$ cat config.mk
export PLATFORM = sky130hd
export DESIGN_NAME = ring_addr_sequencer
export DESIGN_NICKNAME = d
export VERILOG_FILES = /design/src/rtl/cnn_ring_pkg.sv /design/src/rtl/ring_shift_reg.sv /design/src/rtl/ring_addr_sequencer.sv
export SDC_FILE = /design/constraint.sdc
export NUM_CORES = 1
export LEC_CHECK = 0
export ABC_AREA = 1
export BUFFER_PORTS_ARGS = -buffer_cell sky130_fd_sc_hd__buf_2
export CELL_PAD_IN_SITES_DETAIL_PLACEMENT = 0
export CELL_PAD_IN_SITES_GLOBAL_PLACEMENT = 1
export CORE_MARGIN = 3
export CORE_UTILIZATION = 30
export CTS_CLUSTER_DIAMETER = 30
export CTS_CLUSTER_SIZE = 30
export DETAILED_ROUTE_END_ITERATION = 7
export GPL_TIMING_DRIVEN = 0
export PLACE_DENSITY_LB_ADDON = 0.15
export SETUP_SLACK_MARGIN = 0.1
export SYNTH_ARGS = -nofsm -noshare
export SYNTH_HDL_FRONTEND = slang
export SYNTH_SLANG_ARGS = --single-unit
$ cat constraint.sdc
create_clock -name clk -period 2.4 [get_ports clk]
set_clock_uncertainty 0.15 [all_clocks]
set_input_delay 0.24 -clock clk [delete_from_list [all_inputs] [get_ports clk]]
set_output_delay 0.24 -clock clk [all_outputs]
set_load 0.05 [all_outputs]
$ cat src/rtl/cnn_ring_pkg.sv
// Shared constants and state type for the one-hot ring address sequencer that
// feeds the 15-bit one-hot to 4-bit address encoder.
package cnn_ring_pkg;

    localparam int RING_LEN = 15;

    // Ring order seen by the encoder: bit14 is address 0, bit13 is address 14.
    localparam logic [RING_LEN-1:0] RING_FIRST    = 15'h4000;
    localparam logic [RING_LEN-1:0] RING_LAST     = 15'h2000;
    localparam logic [3:0]          ENC_IDLE_ADDR = 4'hF;

    typedef enum logic [1:0] {
        IDLE = 2'd0,
        RUN  = 2'd1,
        DONE = 2'd2
    } seq_state_e;

    function automatic logic ring_is_onehot(input logic [RING_LEN-1:0] ring);
        return (ring != '0) && ((ring & (ring - RING_LEN'(1))) == '0);
    endfunction

endpackage

$ cat src/rtl/ring_shift_reg.sv
// One-hot rotate register: clear wins over load-first, which wins over shift.
// A left rotate walks bit14 -> bit0 -> bit1 ... -> bit13.
module ring_shift_reg
    import cnn_ring_pkg::*;
(
    input  logic                clk,
    input  logic                i_rst,
    input  logic                i_clear,
    input  logic                i_load_first,
    input  logic                i_shift_en,
    output logic [RING_LEN-1:0] o_ring
);

    logic [RING_LEN-1:0] r_ring;
    logic [RING_LEN-1:0] w_rot;

    generate
        for (genvar gi = 0; gi < RING_LEN; gi++) begin : g_rot
            assign w_rot[gi] = r_ring[(gi + RING_LEN - 1) % RING_LEN];
        end
    endgenerate

    always_ff @(posedge clk) begin
        if (i_rst || i_clear) begin
            r_ring <= '0;
        end else if (i_load_first) begin
            r_ring <= RING_FIRST;
        end else if (i_shift_en) begin
            r_ring <= w_rot;
        end
    end

    assign o_ring = r_ring;

endmodule

$ cat src/rtl/ring_addr_sequencer.sv
// Start/done sequencer producing the one-hot address ring, with per-position
// dwell, multi-pass repetition, stall and abort.
module ring_addr_sequencer
    import cnn_ring_pkg::*;
#(
    parameter int DWELL_W = 4,
    parameter int PASS_W  = 4
)
(
    input  logic                clk,
    input  logic                rst,
    input  logic                start,
    input  logic                abort,
    input  logic                stall,
    input  logic [DWELL_W-1:0]  cfg_dwell,
    input  logic [PASS_W-1:0]   cfg_passes,
    output logic [RING_LEN-1:0] ring_out,
    output logic                valid,
    output logic                last,
    output logic                busy,
    output logic                done,
    output logic [PASS_W-1:0]   pass_idx
);

    seq_state_e          r_state;
    seq_state_e          w_state_next;
    logic [DWELL_W-1:0]  r_dwell_cnt;
    logic [DWELL_W-1:0]  w_dwell_next;
    logic [DWELL_W-1:0]  r_cfg_dwell;
    logic [DWELL_W-1:0]  w_cfg_dwell_next;
    logic [PASS_W-1:0]   r_pass_idx;
    logic [PASS_W-1:0]   w_pass_next;
    logic [PASS_W-1:0]   r_last_pass;
    logic [PASS_W-1:0]   w_last_pass_next;
    logic                w_ring_clear;
    logic                w_ring_load;
    logic                w_ring_shift;
    logic [RING_LEN-1:0] w_ring;
    logic                w_at_last;
    logic                w_final_pass;
    logic                w_dwell_full;

    ring_shift_reg u_ring (
        .clk          (clk),
        .i_rst        (rst),
        .i_clear      (w_ring_clear),
        .i_load_first (w_ring_load),
        .i_shift_en   (w_ring_shift),
        .o_ring       (w_ring)
    );

    assign w_at_last    = (w_ring == RING_LAST);
    assign w_final_pass = (r_pass_idx == r_last_pass);
    assign w_dwell_full = (r_dwell_cnt == r_cfg_dwell);

    always_comb begin
        w_state_next     = r_state;
        w_dwell_next     = r_dwell_cnt;
        w_pass_next      = r_pass_idx;
        w_cfg_dwell_next = r_cfg_dwell;
        w_last_pass_next = r_last_pass;
        w_ring_clear     = 1'b0;
        w_ring_load      = 1'b0;
        w_ring_shift     = 1'b0;

        case (r_state)
            IDLE: begin
                if (start && !abort) begin
                    w_state_next     = RUN;
                    w_dwell_next     = '0;
                    w_pass_next      = '0;
                    w_cfg_dwell_next = cfg_dwell;
                    // A pass count of zero still runs one full ring.
                    w_last_pass_next = (cfg_passes == '0) ? '0 : cfg_passes - PASS_W'(1);
                    w_ring_load      = 1'b1;
                end
            end

            RUN: begin
                if (abort) begin
                    w_state_next = IDLE;
                    w_dwell_next = '0;
                    w_ring_clear = 1'b1;
                end else if (!ring_is_onehot(w_ring)) begin
                    w_state_next = IDLE;
                    w_dwell_next = '0;
                    w_pass_next  = '0;
                    w_ring_clear = 1'b1;
                end else if (!stall) begin
                    if (!w_dwell_full) begin
                        w_dwell_next = r_dwell_cnt + DWELL_W'(1);
                    end else begin
                        w_dwell_next = '0;
                        if (!w_at_last) begin
                            w_ring_shift = 1'b1;
                        end else if (!w_final_pass) begin
                            w_ring_load = 1'b1;
                            w_pass_next = r_pass_idx + PASS_W'(1);
                        end else begin
                            w_state_next = DONE;
                            w_ring_clear = 1'b1;
                        end
                    end
                end
            end

            DONE: begin
                w_state_next = IDLE;
                w_dwell_next = '0;
            end

            default: begin
                w_state_next = IDLE;
                w_dwell_next = '0;
                w_pass_next  = '0;
                w_ring_clear = 1'b1;
            end
        endcase
    end

    always_ff @(posedge clk) begin
        if (rst) begin
            r_state     <= IDLE;
            r_dwell_cnt <= '0;
            r_pass_idx  <= '0;
            r_cfg_dwell <= '0;
            r_last_pass <= '0;
        end else begin
            r_state     <= w_state_next;
            r_dwell_cnt <= w_dwell_next;
            r_pass_idx  <= w_pass_next;
            r_cfg_dwell <= w_cfg_dwell_next;
            r_last_pass <= w_last_pass_next;
        end
    end

    assign ring_out = w_ring;
    assign valid    = (r_state == RUN);
    assign busy     = (r_state == RUN);
    assign done     = (r_state == DONE);
    assign last     = (r_state == RUN) && w_at_last && w_final_pass;
    assign pass_idx = r_pass_idx;

endmodule

==> summary.txt <==
Clocking
  – CTS max path bufs: 2
  – Clock H-tree levels: 2
  – # clock sinks: 33
  – Register clock-pin slew on the reported worst setup and hold paths: 70 ps
  – CTS Hold Bufs: 0
  – Root Driver: clkbuf_8
  – Worst-Skew Late Latency: 290 ps
  – TritonCTS clock tree: built
  – Total CTS buffers: 5

Yosys
  – Post-synthesis net count: 321
  – Syn Inst Count: 306
  – Synth Warn #: 0
  – Synth cell types: 33
  – Average size of a mapped cell: 6.65 sq um
  – #FFs+latches synth: 33
  – Sequential cell area fraction in the yosys report: 32.5%
  – Post-Syn Area: 2040 sq um

STA
  – Hold Vio Cnt, Final: 0
  – Fin. max-slew vios: 0
  – Upper clock frequency limit: 0.456 GHz
  – RSZ-0062 raised after global routing: true
  – Crit path time final: 2190 ps
  – Final setup violation count: 0
  – Slew at the pin closest to its max-slew limit: 506 ps
  – Crit share post-route: 91.5%
  – Setup TNS Final: 0 ps
  – Slew HR: 66.2%

Global routing
  – Vias in the first global route: 1795
  – Total global routing overflow: 0
  – Largest net degree at the start of global routing: 12
  – Initial antenna violation count: 0
  – Total track usage: 13.9%
  – First-pass GRT wire length: 8.56 mm

Cells and area
  – Commonest non-fill, non-tap cell in the layout: nand2_1
  – P&R area growth vs syn: 27.7%
  – Ant diodes: 0
  – Final #Nets: 368
  – Layout cell share with drive strength beyond 1: 32.9%
  – Fill count: 730
  – Register area: 682 sq um
  – Area of the multi-input gates: 1320 sq um
  – Commonest non-fill, non-tap cells in the layout: 57 x nand2_1, 43 x nor2_1, 35 x buf_2
  – Final cell count without fillers: 430

Floorplan
  – I/O Pins: 36
  – Initial core utilization: 31.5%
  – Core Region: 6460 sq um
  – Die height: 88.4 microns
  – Die width: 88.4 microns
  – Die Area: 7810 sq um
  – Row Count: 29

Routing
  – Total Wirelength: 5.33 mm
  – Detail Route Antenna Nets: 0
  – Iter 0 DRT Violations: 49
  – Remaining DRCs: 0
  – Vias post-DR: 2001
  – Drt via density: 4.65
  – WL per Instance: 12.4 microns
  – Detailed Routing Iterations Pass 1: 4

Critical path
  – CP dominant cell by count: nor2_4
  – Critical Path, Cell by Cell: nor2_4 -> nand2_2 -> nor2_4 -> nand2_1 -> nand2_1 -> nand3_2 -> nor2_4 -> nand2_4 -> nor2_4 -> nand3_4 -> clkbuf_16 -> nand2_2 -> a21oi_2
  – Crit path largest cell delay: 350 ps
  – CP Launch Type: flip-flop
  – Critical path arrival: 2220 ps
  – Slowest cell on the critical path: dfxtp_4
  – Req. time, crit path: 2430 ps
  – Critical path type: flip-flop to flip-flop
  – Max Fanout on Critical Path: 6
  – Endpoint class of the critical path: flip-flop

Power
  – Pleak: 1.18 nW
  – Power density cells: 529 nW/um^2
  – VDD IR max: 0.210 mV

Job
  – Max-capacitance violation count: 0

Run status
  – Status: finished clean

Worst hold path
  – HP Class: primary input to flip-flop

Placement
  – Placed Cells incl. Taps: 418
  – Port Buffer Count: 35
  – RD Place Congestion: 0.764
  – Dpl hpwl: 3.91 mm
[path summary, 6_finish.rpt]
check / from / endpoint / slack [ps] / depth (start not counted)
max reg2reg: u_ring.o_ring[1] / u_ring.o_ring[5] / 210 / 13
min reg2reg: r_last_pass[2] / r_last_pass[2] / 330 / 2
max: u_ring.o_ring[1] / u_ring.o_ring[5] / 210 / 13
min: rst / r_last_pass[2] / 50 / 2
[synthesized netlist by cell type, drive strengths merged]
master   count  area [sq um]
nand2       69           274
nor2        62           278
dfxtp       33           661
inv         30           113
a21oi       27           173
nand4       20           125
o21ai       18          93.8
nand3       17           105
buf          4          31.3
clkbuf       4          15.0
xnor2        4          35.0
xor2         4          35.0
nor3         3          15.0
clkinv       2          7.51
ha           2          25.0
a21boi       1          7.51
and2         1          6.26
nor2b        1          6.26
o2111ai      1          8.76
o211ai       1          7.51
o21bai       1          7.51
or2          1          6.26
[what timing repair did]
item,in CTS,in global routing
gates cloned,0,1
endpoints found under the setup margin,2,19
pin swaps,0,10
buffers inserted,0,4
hold endpoints to repair,0,0
resized for setup,1,52
[layout make-up]
cell class / instances / area share [%]
flip-flops and latches: 33 / 26.2
clock buffers: 7 / 3.32
inverters: 32 / 4.62
repair buffers: 40 / 8.85
well taps: 77 / 3.71
multi-input cells: 233 / 50.9
plain buffers: 8 / 2.36
[per-stage QoR]
step | hold WS, ps | power, mW | worst slack, ps | utilization (%) | cell area, sq um
finish | 46.6 | 1.37 | 205 | 40.3 | 2600
global route | 56.8 | 1.46 | 44.3 | 40.3 | 2600
CTS | 41.4 | 1.39 | 112 | 37.2 | 2400
detailed placement | 323 | 0.948 | 133 | 35.8 | 2310
global placement | 325 | 0.947 | 138 | 35.8 | 2310
floorplan | 159 | 0.862 | 184 | - | 2040
[per-layer routing]
layer,track usage (%),up-vias,part of all wire [%]
met5,0,-,0
met4,4.53,0,1.4
met3,2.89,7,3.6
met2,21.8,34,45
met1,19.1,870,50
li1,-,1090,-
[state kept, by name, indices dropped and copies added (netlist names)]
| name | count |
|---|---|
| u_ring.o_ring | 15 |
| r_dwell_cnt | 4 |
| r_cfg_dwell | 4 |
| r_state | 2 |
| r_last_pass | 4 |
| pass_idx | 4 |
[cells by family after synthesis]
| kind of cell | synth area share (%) |
|---|---|
| compound gates | 14.6 |
| simple gates | 40.1 |
| flops | 32.5 |
| buf+inv | 8.17 |
| xor+xnor | 3.44 |
| fa+ha+maj | 1.23 |
[report_power, final]
part	internal, mW	switching (mW)	total, mW
combinational	0.101	0.235	0.336
sequential	0.572	0.0300	0.602
clock	0.228	0.209	0.436
[critical path, delay by kind of cell (launching register included)]
kind	cells	cell delay, ps
compound gates	1	40
buf+inv	1	220
flops	1	350
simple gates	11	1320
Note: power is estimated with default switching activity, not from simulation.
